===== src/rtl/fetch_queue.sv =====
// ---------------------------------------------------------------------------
// fetch_queue -- instruction-fetch stage sitting right after the PC register.
//
// Issues one fetch per cycle to instruction memory (valid/ready), tags every
// accepted request with its PC, and buffers {pc, instruction} pairs in a
// DEPTH-entry FIFO that feeds IF/ID. hold_pc_o goes to the PC's active-low
// enable, so the PC only advances when a request is accepted or when it must
// load a redirect target on flush.
//
// Credit rule: count + outstanding + discard < DEPTH gates new requests, so
// every response that is not discarded is guaranteed a FIFO slot.
//
// Optional build macro: FETCH_QUEUE_BYPASS_EN
//   When defined, a response arriving while the FIFO is empty (and nothing is
//   pending discard) is presented on the decode outputs in the same cycle.
//   When undefined, decode outputs always come from FIFO storage.
//
// Ports:
//   clk_i, rst_i                 clock, asynchronous active-low reset
//   start_i                      run enable; 0 blocks new requests
//   flush_i                      redirect; kills queued and in-flight fetches
//   pc_i                         current PC
//   hold_pc_o                    1 = PC must hold
//   imem_req_valid_o/ready_i     fetch request handshake
//   imem_addr_o                  fetch address (= pc_i)
//   imem_rsp_valid_i/data_i      in-order response, never back-pressured
//   inst_valid_o/inst_o/inst_pc_o head of queue to decode
//   inst_ready_i                 decode consumes head
// ---------------------------------------------------------------------------
module fetch_queue #(
    parameter int DEPTH  = 4,
    parameter int ADDR_W = 32,
    parameter int DATA_W = 32
) (
    input  logic              clk_i,
    input  logic              rst_i,
    input  logic              start_i,
    input  logic              flush_i,
    input  logic [ADDR_W-1:0] pc_i,
    output logic              hold_pc_o,
    output logic              imem_req_valid_o,
    input  logic              imem_req_ready_i,
    output logic [ADDR_W-1:0] imem_addr_o,
    input  logic              imem_rsp_valid_i,
    input  logic [DATA_W-1:0] imem_rsp_data_i,
    output logic              inst_valid_o,
    output logic [DATA_W-1:0] inst_o,
    output logic [ADDR_W-1:0] inst_pc_o,
    input  logic              inst_ready_i
);

    localparam int PW = (DEPTH > 1) ? $clog2(DEPTH) : 1;
    localparam int CW = $clog2(DEPTH + 1);
    localparam int SW = CW + 2;

    typedef logic [SW-1:0] sum_t;

    typedef struct packed {
        logic [ADDR_W-1:0] pc;
        logic [DATA_W-1:0] inst;
    } entry_t;

    localparam logic [CW-1:0] FULL = CW'(DEPTH);

    entry_t            fifo_q [DEPTH];
    logic [ADDR_W-1:0] tag_q  [DEPTH];
    logic [PW-1:0]     wr_ptr, rd_ptr, tag_wr, tag_rd;
    logic [CW-1:0]     count, outstanding, discard;

    sum_t              credits_used;
    logic              accept;
    logic              rsp_live;
    logic              bypass;
    logic              fifo_push;
    logic              fifo_pop;
    logic [ADDR_W-1:0] rsp_tag;

    // ---------------- request side ----------------
    assign credits_used     = sum_t'(count) + sum_t'(outstanding) + sum_t'(discard);
    assign imem_req_valid_o = rst_i & start_i & ~flush_i & (credits_used < sum_t'(DEPTH));
    assign imem_addr_o      = pc_i;
    assign accept           = imem_req_valid_o & imem_req_ready_i;

    // Flush lets the PC load its redirect target; a stopped CPU never moves it.
    assign hold_pc_o = ~(rst_i & (accept | (flush_i & start_i)));

    // ---------------- response side ----------------
    // A response is "live" when it is not one of the post-flush leftovers.
    assign rsp_live = imem_rsp_valid_i & (discard == '0);
    assign rsp_tag  = tag_q[tag_rd];

`ifdef FETCH_QUEUE_BYPASS_EN
    assign bypass = rst_i & rsp_live & (count == '0);
`else
    assign bypass = 1'b0;
`endif

    assign inst_valid_o = rst_i & ((count != '0) | bypass);
    assign inst_o       = bypass ? imem_rsp_data_i : fifo_q[rd_ptr].inst;
    assign inst_pc_o    = bypass ? rsp_tag         : fifo_q[rd_ptr].pc;

    // A bypassed response consumed by decode never touches storage.
    assign fifo_push = rsp_live & ~(bypass & inst_ready_i);
    assign fifo_pop  = (count != '0) & inst_ready_i;

    always_ff @(posedge clk_i or negedge rst_i) begin
        if (!rst_i) begin
            wr_ptr      <= '0;
            rd_ptr      <= '0;
            tag_wr      <= '0;
            tag_rd      <= '0;
            count       <= '0;
            outstanding <= '0;
            discard     <= '0;
            for (int i = 0; i < DEPTH; i++) begin
                fifo_q[i] <= '0;
                tag_q[i]  <= '0;
            end
        end else if (flush_i) begin
            // Everything in flight becomes discard work; a response landing in
            // this very cycle already retires one of them.
            wr_ptr      <= '0;
            rd_ptr      <= '0;
            tag_wr      <= '0;
            tag_rd      <= '0;
            count       <= '0;
            outstanding <= '0;
            discard     <= discard + outstanding - CW'(imem_rsp_valid_i);
        end else begin
            if (accept) begin
                tag_q[tag_wr] <= pc_i;
                tag_wr        <= tag_wr + PW'(1);
            end
            if (rsp_live)
                tag_rd <= tag_rd + PW'(1);
            if (fifo_push) begin
                fifo_q[wr_ptr] <= '{pc: rsp_tag, inst: imem_rsp_data_i};
                wr_ptr         <= wr_ptr + PW'(1);
            end
            if (fifo_pop)
                rd_ptr <= rd_ptr + PW'(1);
            count       <= count + CW'(fifo_push) - CW'(fifo_pop);
            outstanding <= outstanding + CW'(accept) - CW'(rsp_live);
            if (imem_rsp_valid_i && (discard != '0))
                discard <= discard - CW'(1);
        end
    end

`ifndef SYNTHESIS
    // The credit rule makes this unreachable; firing means memory returned
    // more responses than were requested.
    always_ff @(posedge clk_i) begin
        if (rst_i && !flush_i)
            assert (!(rsp_live && (count == FULL)))
                else $error("fetch_queue: response arrived with FIFO full");
    end
`endif

endmodule


===== config.mk =====
export PLATFORM = sky130hd
export DESIGN_NAME = fetch_queue
export DESIGN_NICKNAME = d
export VERILOG_FILES = /design/src/rtl/fetch_queue.sv
export SDC_FILE = /design/constraint.sdc
export NUM_CORES = 1
export LEC_CHECK = 0
export CAP_MARGIN = 30
export CORE_ASPECT_RATIO = 0.6
export CORE_MARGIN = 2
export CORE_UTILIZATION = 30
export DETAILED_ROUTE_END_ITERATION = 7
export HOLD_SLACK_MARGIN = 0.08
export PLACE_DENSITY_LB_ADDON = 0.15
export RECOVER_POWER = 25
export SYNTH_ARGS = -nofsm -noshare
export SYNTH_HDL_FRONTEND = slang
export SYNTH_SLANG_ARGS = --single-unit

===== constraint.sdc =====
create_clock -name clk_i -period 8.95 [get_ports clk_i]
set_clock_uncertainty 0.1 [all_clocks]
set_input_delay 1.79 -clock clk_i [delete_from_list [all_inputs] [get_ports clk_i]]
set_output_delay 1.79 -clock clk_i [all_outputs]
set_load 0.01 [all_outputs]

==> flow_summary.json <==
{
  "status": "finished, violations left",
  "violations": "capacitance limit, slew limit",
  "grt_pass1_vias": 10500,
  "grt_pass1_wl_mm": 66.79,
  "cp_max_fo": 22,
  "tightestPinTransition_ns": 3.416,
  "wl_mm": 42.74,
  "synthAdderAreaFrac_pct": 1.994,
  "core_um2": 59140,
  "dp_hpwl_mm": 25.52,
  "p_leak_nw": 10.09,
  "critPathBufInv": 3,
  "ys_warn_count": 0,
  "vias": 9640,
  "synth_top_area_share_pct": 55.93,
  "period_share_pct": 73.02,
  "dieWidth_um": 319.7,
  "wire_per_inst_um": 21.00,
  "synthXorXnorAreaFrac_pct": 0.6346,
  "synthMuxAreaShare_pct": 36.26,
  "grt_start_max_net_pins": 152,
  "finalHoldViolCount": 0,
  "cts-resized-gates": 0,
  "post_cts_buffers": 0,
  "first_iter_violations": 420,
  "htreeDepth": 2,
  "ios": 170,
  "antenna_found_initial": 0,
  "synth_edf_count": 0,
  "cts.clk_slew.worst_paths_ns": 0.06,
  "antenna_left": 0,
  "cts_tree": "built",
  "die_h_um": 193.4,
  "synth_cell_types": 33,
  "initial_utilization_pct": 30.34,
  "yosys-top-cells-area": "dfrtp_1 56%, mux2_2 13%, mux4_2 12%, mux2_1 11%, buf_4 1.9%",
  "drtPass1Iterations": 4,
  "ys_ff_latch": 401,
  "cts-root-buf": "clkbuf_16",
  "maxSlewHeadroom_pct": -127.7,
  "die_area_um2": 61840,
  "max_stage_delay_ns": 0.78,
  "numCtsBuffers": 43,
  "syn_avg_cell_area_um2": 16.51,
  "worstSetupPathType": "input pin to primary output",
  "finalMaxSlewViolations": 85,
  "clock.fmax_mhz": 153.0,
  "postSynth.asyncResetShare_pct": 100.0,
  "period_needed_ns": 6.535,
  "hold_path.class": "flop to flop",
  "crit_required_ns": 7.06,
  "start_kind": "input pin",
  "drc": 0,
  "fin_setup_tns_ns": 0,
  "cts.path.max_buffers": 3,
  "clk_latency_ns": 0.54,
  "cpLargestDelayFamily": "buffers and inverters",
  "synth_compound_area_share_pct": 0.4533,
  "p_per_area_nw_per_um2": 265.9,
  "synthFlopType": "dfrtp_1",
  "setup_viol": 0,
  "drv_cap": 2,
  "avgViaCountPerCell": 4.737,
  "crit_path_end_kind": "primary output",
  "syn_nets": 1183,
  "p_total_mw": 5.738,
  "path_cells": "dlygate4sd3_1 > clkbuf_1 > and4bb_2 > and2_0 > a22o_1 > nand2_1 > clkdlybuf4s50_1",
  "ys_seq_area_share_pct": 55.93,
  "drive_above_1_share_pct": 31.26,
  "synth_top_family_by_area": "multiplexers",
  "rows": 69,
  "cp_slowest_cell": "clkbuf_1",
  "fillers": 5532,
  "place_congestion": 0.7181,
  "n_antenna_cell": 0,
  "layout.nets": 1322,
  "netlist_area_um2": 17940,
  "synthSimpleGateAreaFrac_pct": 1.206,
  "grt_overflow": 0,
  "fin_ws_ns": 2.415,
  "yosysTopAreaCell": "dfrtp_1",
  "io_buffers": 169,
  "syn_inst": 1087,
  "areaGrowthSynthToFinish_pct": 20.28,
  "cts_hold_buf": 0,
  "grt_usage_pct": 13.93,
  "peakVddDrop_v": 0.0001070,
  "grt_setup_unrepaired": "no",
  "cp.arrival_ns": 4.65,
  "clkSinkCount": 401,
  "post-place-ws_ns": 3.145
}
worst reg2reg max path: cells and delay by family, from the launching register on:
| kind | cells | cell delay (ns) |
|---|---|---|
| and+or+nand+nor | 4 | 1.57 |
| adders and majority gates | 2 | 0.98 |
| buffers and inverters | 2 | 0.60 |
| DFF | 1 | 0.40 |
| muxes | 1 | 0.39 |
layout make-up:
cell class / instances / area, µm² / area share, %
flip-flops and latches: 401 / 10040 / 46.54
multi-input cells: 572 / 7281 / 33.74
repair buffers: 188 / 1884 / 8.731
clock buffers: 64 / 1255 / 5.815
well taps: 781 / 977.2 / 4.528
inverters: 20 / 75.07 / 0.3479
clock inverters: 9 / 63.81 / 0.2957
where the power goes:
part	switching [mW]	internal (mW)
clock	0.739	0.968
sequential	0.208	2.15
combinational	0.701	0.975
cell families (layout without fill, tap and decap cells):
| group | count (synthesis) | count (layout) |
|---|---|---|
| AO/OA/AOI/OAI | 11 | 11 |
| buffers and inverters | 114 | 281 |
| AND/OR/NAND/NOR | 41 | 41 |
| adder cells (fa/ha/maj) | 25 | 25 |
| flip-flops | 401 | 401 |
| multiplexers | 482 | 482 |
| XOR/XNOR | 13 | 13 |
metrics by stage:
step | area [µm²] | hold slack, ns | utilization, % | std cells
2_1_floorplan | 17940 | 0.3587 | - | 1087
3_3_place_gp | 20240 | 0.3683 | 34.22 | 1960
3_5_place_dp | 20270 | 0.3754 | 34.27 | 1961
4_1_cts | 21590 | 0.3892 | 36.50 | 2034
5_1_grt | 21580 | 0.3932 | 36.49 | 2035
6_report | 21580 | 0.3852 | 36.49 | 2035
sequential cells by signal (all words and copies together), names as in the netlist:
signal	flops
wr_ptr	2
rd_ptr	2
tag_wr	2
tag_q	128
outstanding	3
tag_rd	2
count	3
discard	3
fifo_q	256
metal layers:
layer / GRT usage, % / share of wire, % / vias to the layer above / wire length (µm)
met5: 0 / 0 / - / 0
met4: 2.918 / 1.7 / 0 / 746
met3: 2.000 / 2.8 / 57 / 1182
li1: - / - / 4261 / -
met2: 21.24 / 45 / 120 / 19360
met1: 21.04 / 50 / 5202 / 21450
path summary, 6_finish.rpt:
path | startpoint | to | slack [ns] | cells after the start
max | flush_i | hold_pc_o | 2.41 | 7
max in group asynchronous | rst_i | fifo_q[33] | 3.26 | 5
max reg2reg | count[1] | tag_q[48] | 4.80 | 9
min | fifo_q[18] | fifo_q[18] | 0.39 | 1
min in group asynchronous | rst_i | fifo_q[207] | 1.05 | 1
min reg2reg | fifo_q[18] | fifo_q[18] | 0.39 | 1
synth_stat cells (3+ instances only):
master,instances
nor2_1,9
mux2_2,207
nand2_1,14
mux2_1,177
inv_1,20
buf_1,7
clkbuf_1,16
buf_4,46
buf_2,25
nor2b_1,4
xnor2_1,11
dfrtp_1,401
mux4_2,96
ha_1,19
nand3_2,3
fa_1,6
cell usage in the layout, fill, tap and decap left out, types with 4 or more instances in the layout:
cell type / n
nor2b_1: 4
clkbuf_16: 43
mux2_1: 177
clkbuf_8: 10
nand2_1: 13
buf_4: 14
xnor2_1: 11
clkdlybuf4s50_1: 165
clkbuf_1: 13
inv_1: 20
nor2_1: 10
mux4_2: 96
mux2_2: 207
ha_1: 19
fa_1: 6
dfrtp_1: 397
No activity file was read; power rests on OpenSTA's default activity.
